## src/rtl/ps2_host_tx.sv

```systemverilog
// PS/2 host-to-device transmitter: clock inhibit, request-to-send, then start/data/parity/stop on
// device clocks with ACK check. Optional build macro PS2_TX_RETRY_EN enables up to two retries.
module ps2_host_tx #(
    parameter int INHIBIT_CYCLES   = 6000,
    parameter int REQ_SETUP_CYCLES = 16,
    parameter int START_TIMEOUT    = 750000,
    parameter int BIT_TIMEOUT      = 100000
) (
    input  logic       clk,
    input  logic       rst,
    input  logic       SCL,
    input  logic       SDA,
    output logic       scl_drive_low,
    output logic       sda_drive_low,
    input  logic [7:0] tx_data,
    input  logic       tx_start,
    output logic       tx_busy,
    output logic       tx_done,
    output logic       tx_error,
    output logic [1:0] err_code
);

    localparam int MAX_PHASE = (INHIBIT_CYCLES > REQ_SETUP_CYCLES) ? INHIBIT_CYCLES : REQ_SETUP_CYCLES;
    localparam int MAX_TO    = (START_TIMEOUT > BIT_TIMEOUT) ? START_TIMEOUT : BIT_TIMEOUT;
    localparam int MAX_CNT   = (MAX_PHASE > MAX_TO) ? MAX_PHASE : MAX_TO;
    localparam int CNT_W     = $clog2(MAX_CNT + 1);

    localparam logic [CNT_W-1:0] INH_LAST   = CNT_W'(INHIBIT_CYCLES - 1);
    localparam logic [CNT_W-1:0] REQ_LAST   = CNT_W'(REQ_SETUP_CYCLES - 1);
    localparam logic [CNT_W-1:0] START_LAST = CNT_W'(START_TIMEOUT - 1);
    localparam logic [CNT_W-1:0] BIT_LAST   = CNT_W'(BIT_TIMEOUT - 1);

    localparam logic [1:0] ERR_OK      = 2'b00;
    localparam logic [1:0] ERR_TIMEOUT = 2'b01;
    localparam logic [1:0] ERR_NACK    = 2'b10;

    typedef enum logic [2:0] {
        S_IDLE,
        S_INHIBIT,
        S_REQ,
        S_SHIFT,
        S_ACK,
        S_WAIT_IDLE,
        S_DONE,
        S_RETRY
    } state_t;

    state_t           state_q, state_d;
    logic [CNT_W-1:0] cnt_q, cnt_d;
    logic [3:0]       edge_q, edge_d;
    logic [7:0]       data_q, data_d;
    logic             parity_q, parity_d;
    logic             scl_low_q, scl_low_d;
    logic             sda_low_q, sda_low_d;
    logic [1:0]       err_q, err_d;
    logic             error_q, error_d;
    logic             timeout;
    logic             finish;

`ifdef PS2_TX_RETRY_EN
    logic [1:0]       retry_q, retry_d;
`endif

    // Line synchronisers; idle-high reset values keep a spurious falling edge out of reset.
    logic [1:0] scl_sync;
    logic [1:0] sda_sync;
    logic       scl_prev;
    logic       scl_s;
    logic       sda_s;
    logic       fall;

    always_ff @(posedge clk) begin
        if (rst) begin
            scl_sync <= 2'b11;
            sda_sync <= 2'b11;
            scl_prev <= 1'b1;
        end else begin
            scl_sync <= {scl_sync[0], SCL};
            sda_sync <= {sda_sync[0], SDA};
            scl_prev <= scl_sync[1];
        end
    end

    assign scl_s = scl_sync[1];
    assign sda_s = sda_sync[1];
    assign fall  = scl_prev & ~scl_s;

    // NOTE: every signal gets a default before the case so no path leaves one unassigned (no latches).
    always_comb begin
        state_d   = state_q;
        cnt_d     = cnt_q + 1'b1;
        edge_d    = edge_q;
        data_d    = data_q;
        parity_d  = parity_q;
        scl_low_d = scl_low_q;
        sda_low_d = sda_low_q;
        err_d     = err_q;
        error_d   = error_q;
        timeout   = 1'b0;
        finish    = 1'b0;
`ifdef PS2_TX_RETRY_EN
        retry_d   = retry_q;
`endif

        case (state_q)
            S_IDLE: begin
                cnt_d = '0;
                if (tx_start) begin
                    data_d    = tx_data;
                    parity_d  = ~^tx_data;
                    err_d     = ERR_OK;
                    error_d   = 1'b0;
                    scl_low_d = 1'b1;
                    sda_low_d = 1'b0;
                    state_d   = S_INHIBIT;
`ifdef PS2_TX_RETRY_EN
                    retry_d   = 2'd0;
`endif
                end
            end

            S_INHIBIT: begin
                if (cnt_q == INH_LAST) begin
                    cnt_d     = '0;
                    sda_low_d = 1'b1;
                    state_d   = S_REQ;
                end
            end

            S_REQ: begin
                if (cnt_q == REQ_LAST) begin
                    cnt_d     = '0;
                    edge_d    = 4'd0;
                    scl_low_d = 1'b0;
                    state_d   = S_SHIFT;
                end
            end

            // edge_q holds the edges seen so far, so edge n drives data bit n-1 = data_q[edge_q].
            S_SHIFT: begin
                if (fall) begin
                    cnt_d  = '0;
                    edge_d = edge_q + 4'd1;
                    if (edge_q == 4'd9) begin
                        sda_low_d = 1'b0;
                        state_d   = S_ACK;
                    end else if (edge_q == 4'd8) begin
                        sda_low_d = ~parity_q;
                    end else begin
                        sda_low_d = ~data_q[edge_q[2:0]];
                    end
                end else if (cnt_q == ((edge_q == 4'd0) ? START_LAST : BIT_LAST)) begin
                    timeout = 1'b1;
                end
            end

            S_ACK: begin
                if (fall) begin
                    cnt_d   = '0;
                    edge_d  = edge_q + 4'd1;
                    state_d = S_WAIT_IDLE;
                    if (sda_s) begin
                        err_d = ERR_NACK;
                    end
                end else if (cnt_q == BIT_LAST) begin
                    timeout = 1'b1;
                end
            end

            S_WAIT_IDLE: begin
                if (scl_s && sda_s) begin
                    finish = 1'b1;
                end else if (cnt_q == BIT_LAST) begin
                    timeout = 1'b1;
                end
            end

            S_DONE: begin
                cnt_d   = '0;
                state_d = S_IDLE;
            end

`ifdef PS2_TX_RETRY_EN
            // Lines stay released for one inhibit period before the frame restarts.
            S_RETRY: begin
                if (cnt_q == INH_LAST) begin
                    cnt_d     = '0;
                    err_d     = ERR_OK;
                    scl_low_d = 1'b1;
                    sda_low_d = 1'b0;
                    state_d   = S_INHIBIT;
                end
            end
`endif

            default: begin
                cnt_d   = '0;
                state_d = S_IDLE;
            end
        endcase

        if (timeout) begin
            scl_low_d = 1'b0;
            sda_low_d = 1'b0;
            err_d     = ERR_TIMEOUT;
            finish    = 1'b1;
        end

        if (finish) begin
            cnt_d   = '0;
            state_d = S_DONE;
            error_d = (err_d != ERR_OK);
`ifdef PS2_TX_RETRY_EN
            if ((err_d != ERR_OK) && (retry_q != 2'd2)) begin
                state_d   = S_RETRY;
                error_d   = error_q;
                retry_d   = retry_q + 2'd1;
                scl_low_d = 1'b0;
                sda_low_d = 1'b0;
            end
`endif
        end
    end

    // NOTE: sequential state uses non-blocking assignments so every register sees pre-edge values.
    always_ff @(posedge clk) begin
        if (rst) begin
            state_q   <= S_IDLE;
            cnt_q     <= '0;
            edge_q    <= 4'd0;
            data_q    <= 8'h00;
            parity_q  <= 1'b0;
            scl_low_q <= 1'b0;
            sda_low_q <= 1'b0;
            err_q     <= ERR_OK;
            error_q   <= 1'b0;
        end else begin
            state_q   <= state_d;
            cnt_q     <= cnt_d;
            edge_q    <= edge_d;
            data_q    <= data_d;
            parity_q  <= parity_d;
            scl_low_q <= scl_low_d;
            sda_low_q <= sda_low_d;
            err_q     <= err_d;
            error_q   <= error_d;
        end
    end

`ifdef PS2_TX_RETRY_EN
    always_ff @(posedge clk) begin
        if (rst) begin
            retry_q <= 2'd0;
        end else begin
            retry_q <= retry_d;
        end
    end
`endif

    assign scl_drive_low = scl_low_q;
    assign sda_drive_low = sda_low_q;
    assign tx_busy       = (state_q != S_IDLE) && (state_q != S_DONE);
    assign tx_done       = (state_q == S_DONE);
    assign tx_error      = error_q;
    assign err_code      = err_q;

endmodule

```

## config.mk

```make
export PLATFORM = sky130hd
export DESIGN_NAME = ps2_host_tx
export DESIGN_NICKNAME = d
export VERILOG_FILES = /design/src/rtl/ps2_host_tx.sv
export SDC_FILE = /design/constraint.sdc
export NUM_CORES = 1
export LEC_CHECK = 0
export CAP_MARGIN = 20
export CORE_MARGIN = 8
export CORE_UTILIZATION = 40
export CTS_BUF_LIST = sky130_fd_sc_hd__clkbuf_16
export CTS_CLUSTER_SIZE = 12
export DETAILED_ROUTE_END_ITERATION = 8
export MAX_ROUTING_LAYER = met4
export PLACE_DENSITY_LB_ADDON = 0.12
export SYNTH_ARGS = -nofsm -noshare
export SYNTH_HDL_FRONTEND = slang
export SYNTH_SLANG_ARGS = --single-unit
```

## constraint.sdc

```tcl
create_clock -name clk -period 4.31 [get_ports clk]
set_clock_uncertainty 0.1 [all_clocks]
set_input_delay 0.862 -clock clk [delete_from_list [all_inputs] [get_ports clk]]
set_output_delay 0.862 -clock clk [all_outputs]
set_load 0.03 [all_outputs]
```

==> impl_metrics.py, run 1 <==
metrics = {
    "run_status": {
        "status": "completed",
    },
    "clock_network": {
        "clk_pin_slew_ns": 0.06,
        "cts.sinks": 46,
        "tritoncts": "yes",
        "ctsHtreeMaxLevel": 2,
        "postCtsSetupBuffers": 0,
        "ctsHoldBuffers": 0,
        "clkLatencyLatePin_ns": 0.29,
        "cts_root_buffer": "clkbuf_16",
        "cts.path.max_buffers": 2,
        "cts_made_buffers": 5,
        "cts_resized": 0,
    },
    "yosys": {
        "yosys-top-cells-area": "dfxtp_1, nor2_1, nand2_1, xnor2_1, xor2_1",
        "yosysTopAreaCell": "dfxtp_1",
        "synthCells": 295,
        "ys_ff_latch": 46,
        "synth_warnings": 0,
        "async_flop_share": 0,
        "synth_most_common_cell": "dfxtp_1",
        "ys_seq_area_frac": 0.382,
        "ys_types": 47,
        "synth_enable_flop_cells": 0,
        "synth_nets": 312,
        "yosysTopAreaCellShare": 0.382,
        "synthesis.area_mm2": 0.00241,
        "synth_ff_type": "dfxtp_1",
        "netlist_top_cells_count": "dfxtp_1, nor2_1, nand2_1, a21oi_1, xnor2_1",
        "avgSynthCellArea_um2": 8.18,
    },
    "timing": {
        "final-max-slew-violation-count": 0,
        "finalSetupTns_ns": 0,
        "final.setup.worst_slack_ns": 1.27,
        "worst_pin_slew_ns": 0.590,
        "setup_viol": 0,
        "post-route-period-util": 0.705,
        "rsz0062_at_grt": "no",
        "fmax_mhz": 329,
        "finalHoldViolCount": 0,
        "relSlewSlack": 0.606,
        "period_needed_ns": 3.04,
    },
    "place": {
        "dp_slack_ns": 1.50,
        "gp_congestion": 0.847,
        "io_buffers": 19,
        "place_hpwl_mm": 3.91,
        "post_dp_cell_area_mm2": 0.00263,
        "place_inst": 375,
    },
    "worst_setup_path": {
        "r2r_start": "edge_q[0]$_SDFFE_PP0P_",
        "r2r-end": "cnt_q[15]$_SDFF_PP0_",
        "regToRegSetupSlack_ns": 1.52,
        "cp-end-kind": "primary output",
        "worstSetupStartpointType": "flop",
        "required_ns": 3.35,
        "worstSetupPathType": "flop to primary output",
        "r2r_cells": 8,
        "cp_max_fo": 16,
        "slowest_stage": "dfxtp_1",
        "arrival_ns": 2.08,
        "worstPathCellList": "nor2b_1 > or3_1 > clkdlybuf4s50_1",
        "slowest_delay_ns": 0.60,
    },
    "drt": {
        "wl_per_cell_um": 14.0,
        "detailroute.via_count": 2056,
        "drcViolationCount": 0,
        "final_antenna_net_count": 0,
        "drt_wl_total_mm": 5.38,
        "vias_per_cell": 5.37,
        "dr.pass1.iters": 4,
        "drt-initial-drc-count": 148,
    },
    "floorplan": {
        "io_pins": 20,
        "dieArea_mm2": 0.00877,
        "die_y_um": 93.7,
        "die_x_um": 93.7,
        "core_mm2": 0.00589,
        "start_util": 0.410,
        "placementRows": 28,
    },
    "layout": {
        "utilization": 0.474,
        "nNetsFinal": 324,
        "final.fill_count": 587,
        "stdcell_count": 383,
        "postLayoutCellArea_mm2": 0.00279,
        "drive_above_1_share": 0.0714,
        "antenna_cells": 0,
        "area_growth_pct": 15.7,
    },
    "pwr": {
        "vdd_drop_max_uv": 175,
        "intPower_uw": 747,
        "power_switching_uw": 217,
        "pwr-share-seq": 0.465,
        "p_clk_frac": 0.452,
        "leakage_nw": 0.943,
        "power_frac_comb": 0.083,
        "sw_frac_of_total": 0.225,
        "powerDensity_mw_per_mm2": 345,
    },
    "global_route": {
        "grt_pass1_wl_mm": 9.30,
        "grt_antenna_before_repair": 0,
        "grt_overflow": 0,
        "grt_start_max_net_pins": 24,
        "grt_pass1_vias": 1829,
        "track_usage": 0.135,
    },
    "hold_path": {
        "holdPathEnd": "sda_sync[1]$_SDFF_PP1_",
        "min_path_type": "flop to flop",
        "hp-start": "sda_sync[0]$_SDFF_PP1_",
        "min_path_cells": 1,
    },
    "job": {
        "maxCapViolCount": 0,
    },
}
[worst max-delay path: cells and delay by family, from the launching register on]
| kind | cells | cell delay, ns |
|---|---|---|
| simple gates | 2 | 0.60 |
| buf+inv | 1 | 0.59 |
| flops | 1 | 0.60 |
[power by group through the flow]
stage,Clock (mW),Combinational (mW),Sequential [mW]
floorplan,0,0.0574,0.454
global placement,0,0.0807,0.458
detailed placement,0,0.0810,0.458
global route,0.461,0.0894,0.450
finish,0.436,0.0797,0.448
CTS,0.442,0.0812,0.448
[worst max path at each step]
stage                                 start  slack, ns                    to
global placement        cnt_q[5]$_SDFF_PP0_       1.52  cnt_q[14]$_SDFF_PP0_
floorplan               cnt_q[5]$_SDFF_PP0_       1.82  cnt_q[12]$_SDFF_PP0_
CTS                 state_q[1]$_SDFFE_PP0P_       1.26               tx_busy
global route        state_q[1]$_SDFFE_PP0P_       1.14               tx_busy
detailed placement   edge_q[0]$_SDFFE_PP0P_       1.50  cnt_q[15]$_SDFF_PP0_
finish              state_q[1]$_SDFFE_PP0P_       1.27               tx_busy
[final cells by class]
type	count	area [um^2]	area share
Timing Repair Buffer	20	198	0.0709
Sequential cell	46	921	0.330
Inverter	4	15.0	0.00538
Tap cell	75	93.8	0.0336
Multi-Input combinational cell	230	1400	0.501
Clock buffer	5	125	0.0448
Clock inverter	3	40.0	0.0143
[flip-flops by register name (all words and copies together) (netlist names), 2 cells and up]
signal    count
err_code      2
scl_sync      2
data_q        8
cnt_q        20
state_q       3
edge_q        4
sda_sync      2
[layout by cell type (no fill, tap or decap), types with 7 or more instances in the layout]
cell	Yosys	final
and3_1	7	7
a21oi_1	16	16
nor2_1	43	43
or2_2	7	7
clkdlybuf4s50_1	0	19
nand3_1	14	14
nor3_1	8	8
xor2_1	11	11
xnor2_1	16	16
dfxtp_1	46	46
nand2_1	38	38
[through the flow]
step	hold WS, ns	power (mW)
finish	0.308	0.964
global route	0.329	1.00
CTS	0.308	0.971
detailed placement	0.293	0.539
global placement	0.291	0.538
floorplan	0.289	0.511
[layer usage]
layer | track usage | wire length [um]
met1 | 0.198 | 2810
met2 | 0.175 | 2260
met3 | 0.0272 | 248
met4 | 0.0476 | 59
met5 | - | 0
[logic make-up (layout without fill, tap and decap cells)]
group,Yosys count,after routing,synth area share
simple gates,160,160,0.344
flops,46,46,0.382
compound gates,36,36,0.0939
xor+xnor,27,27,0.0980
buf+inv,19,32,0.0389
fa+ha+maj,4,4,0.0207
mux,3,3,0.0228
Power figures use the tool's default switching activity.
==> inputs of run 2 (changes only) <==
==> constraint.sdc (replaced) <==
create_clock -name clk -period 2.7 [get_ports clk]
set_clock_uncertainty 0.1 [all_clocks]
set_input_delay 0.54 -clock clk [delete_from_list [all_inputs] [get_ports clk]]
set_output_delay 0.54 -clock clk [all_outputs]
set_load 0.03 [all_outputs]
==> impl_metrics.py, run 2 (synthesized netlist as in run 1, its figures left out) <==
metrics = {
    "worst_setup_path": {
        "worstPathCellList": "nor2b_2 > or3_1 > clkdlybuf4s50_1",
        "slowest_delay_ns": 0.66,
        "path_delay_family": "buffers and inverters",
        "cp-end-kind": "primary output",
        "arrival_ns": 1.94,
        "worstSetupPathType": "flop to primary output",
        "cp_max_fo": 10,
        "slowest_stage": "clkdlybuf4s50_1",
        "worstPathBufferInverterCount": 1,
        "worstSetupStartpointType": "flop",
        "required_ns": 2.06,
    },
    "clock_network": {
        "cts.sinks": 46,
        "ctsHtreeMaxLevel": 2,
        "tritoncts": "yes",
        "clk_pin_slew_ns": 0.06,
        "cts.path.max_buffers": 2,
        "cts_made_buffers": 5,
        "cts_root_buffer": "clkbuf_16",
        "clkLatencyLatePin_ns": 0.28,
    },
    "layout": {
        "largest_register_ffs": 20,
        "nNetsFinal": 343,
        "antenna_cells": 0,
        "largest_registers": "cnt_q x20, data_q x8, edge_q x4",
        "utilization": 0.498,
        "final.fill_count": 609,
        "area_growth_pct": 21.6,
        "regMostFlops": "cnt_q",
        "mostFrequentLayoutCell": "dfxtp_1",
        "drive_above_1_share": 0.122,
        "final_cell_mix": "dfxtp_1, nor2_1, nand2_1",
    },
    "global_route": {
        "grt_start_max_net_pins": 23,
        "grt_overflow": 0,
        "grt_pass1_vias": 2046,
        "track_usage": 0.142,
        "grt_antenna_before_repair": 0,
        "grt_pass1_wl_mm": 9.80,
    },
    "drt": {
        "final_antenna_net_count": 0,
        "detailroute.via_count": 2087,
        "drt_wl_total_mm": 5.58,
        "drcViolationCount": 0,
        "drt-initial-drc-count": 163,
        "wl_per_cell_um": 13.9,
        "vias_per_cell": 5.19,
        "dr.pass1.iters": 4,
    },
    "pwr": {
        "powerDensity_mw_per_mm2": 521,
        "vdd_drop_max_uv": 245,
        "leakage_nw": 1.05,
        "total_power_mw": 1.53,
    },
    "timing": {
        "setup_viol": 0,
        "finalSetupTns_ns": 0,
        "relSlewSlack": 0.601,
        "rsz0062_at_grt": "no",
        "post-route-period-util": 0.955,
        "final-max-slew-violation-count": 0,
        "fmax_mhz": 388,
        "fin_hold_ws_ns": 0.313,
        "finalHoldViolCount": 0,
        "worst_pin_slew_ns": 0.594,
        "period_needed_ns": 2.58,
    },
    "floorplan": {
        "start_util": 0.410,
        "io_pins": 20,
        "die_y_um": 93.7,
        "placementRows": 28,
        "die_x_um": 93.7,
        "dieArea_mm2": 0.00877,
        "core_mm2": 0.00589,
    },
    "hold_path": {
        "min_path_type": "flop to flop",
    },
    "place": {
        "gp_congestion": 0.950,
        "place_hpwl_mm": 4.24,
        "io_buffers": 19,
    },
    "job": {
        "maxCapViolCount": 0,
    },
    "run_status": {
        "status": "completed",
    },
}
[run 2: cell types whose count changed in the layout (fill, tap and decap cells not counted), sizes merged]
cell / delta
inv: +2
buf: +19
clkinv: -2
[run 2: layout make-up]
type	instances	area, um^2	area share
clock inverter	3	37.5	0.0128
clock buffer	5	125	0.0427
timing repair buffer	39	340	0.116
multi-input combinational	230	1400	0.477
sequential	46	921	0.314
tap	75	93.8	0.0320
inverter	4	15.0	0.00512
[run 2: routing by layer]
layer,track usage,share of wire,vias up
li1,-,-,1086
met1,0.192,0.53,949
met2,0.205,0.41,46
met3,0.0288,0.044,6
met4,0.0436,0.012,0
met5,-,0,-
[run 2: metrics by stage]
| stage | instance area, um^2 | instances | setup slack (ns) |
|---|---|---|---|
| 5_1_grt | 2930 | 402 | 0.0185 |
| 3_5_place_dp | 2770 | 394 | 0.170 |
| 6_report | 2930 | 402 | 0.122 |
| 2_1_floorplan | 2410 | 295 | 0.207 |
| 3_3_place_gp | 2770 | 394 | 0.205 |
| 4_1_cts | 2930 | 402 | 0.0399 |
[run 2: repair_timing]
| action | CTS | global route |
|---|---|---|
| hold buffers | 0 | 0 |
| gates resized for setup | 0 | 1 |
| setup endpoints to repair | 0 | 1 |
| setup buffers | 0 | 0 |
[run 2: path summary, 6_finish.rpt]
check / startpoint / endpoint / slack, ns / depth (start not counted)
worst min-delay path: sda_sync[0]$_SDFF_PP1_ / sda_sync[1]$_SDFF_PP1_ / 0.31 / 1
worst max-delay path: state_q[2]$_SDFFE_PP0P_ / tx_busy / 0.12 / 3
worst min register to register: sda_sync[0]$_SDFF_PP1_ / sda_sync[1]$_SDFF_PP1_ / 0.31 / 1
worst max register to register: cnt_q[8]$_SDFF_PP0_ / cnt_q[17]$_SDFF_PP0_ / 0.16 / 7
[run 2: power by group]
part / total (mW) / internal [mW] / leakage (nW) / switching (mW)
Sequential: 0.712 / 0.698 / 0.374 / 0.0141
Clock: 0.676 / 0.430 / 0.0864 / 0.247
Combinational: 0.138 / 0.0661 / 0.587 / 0.0724
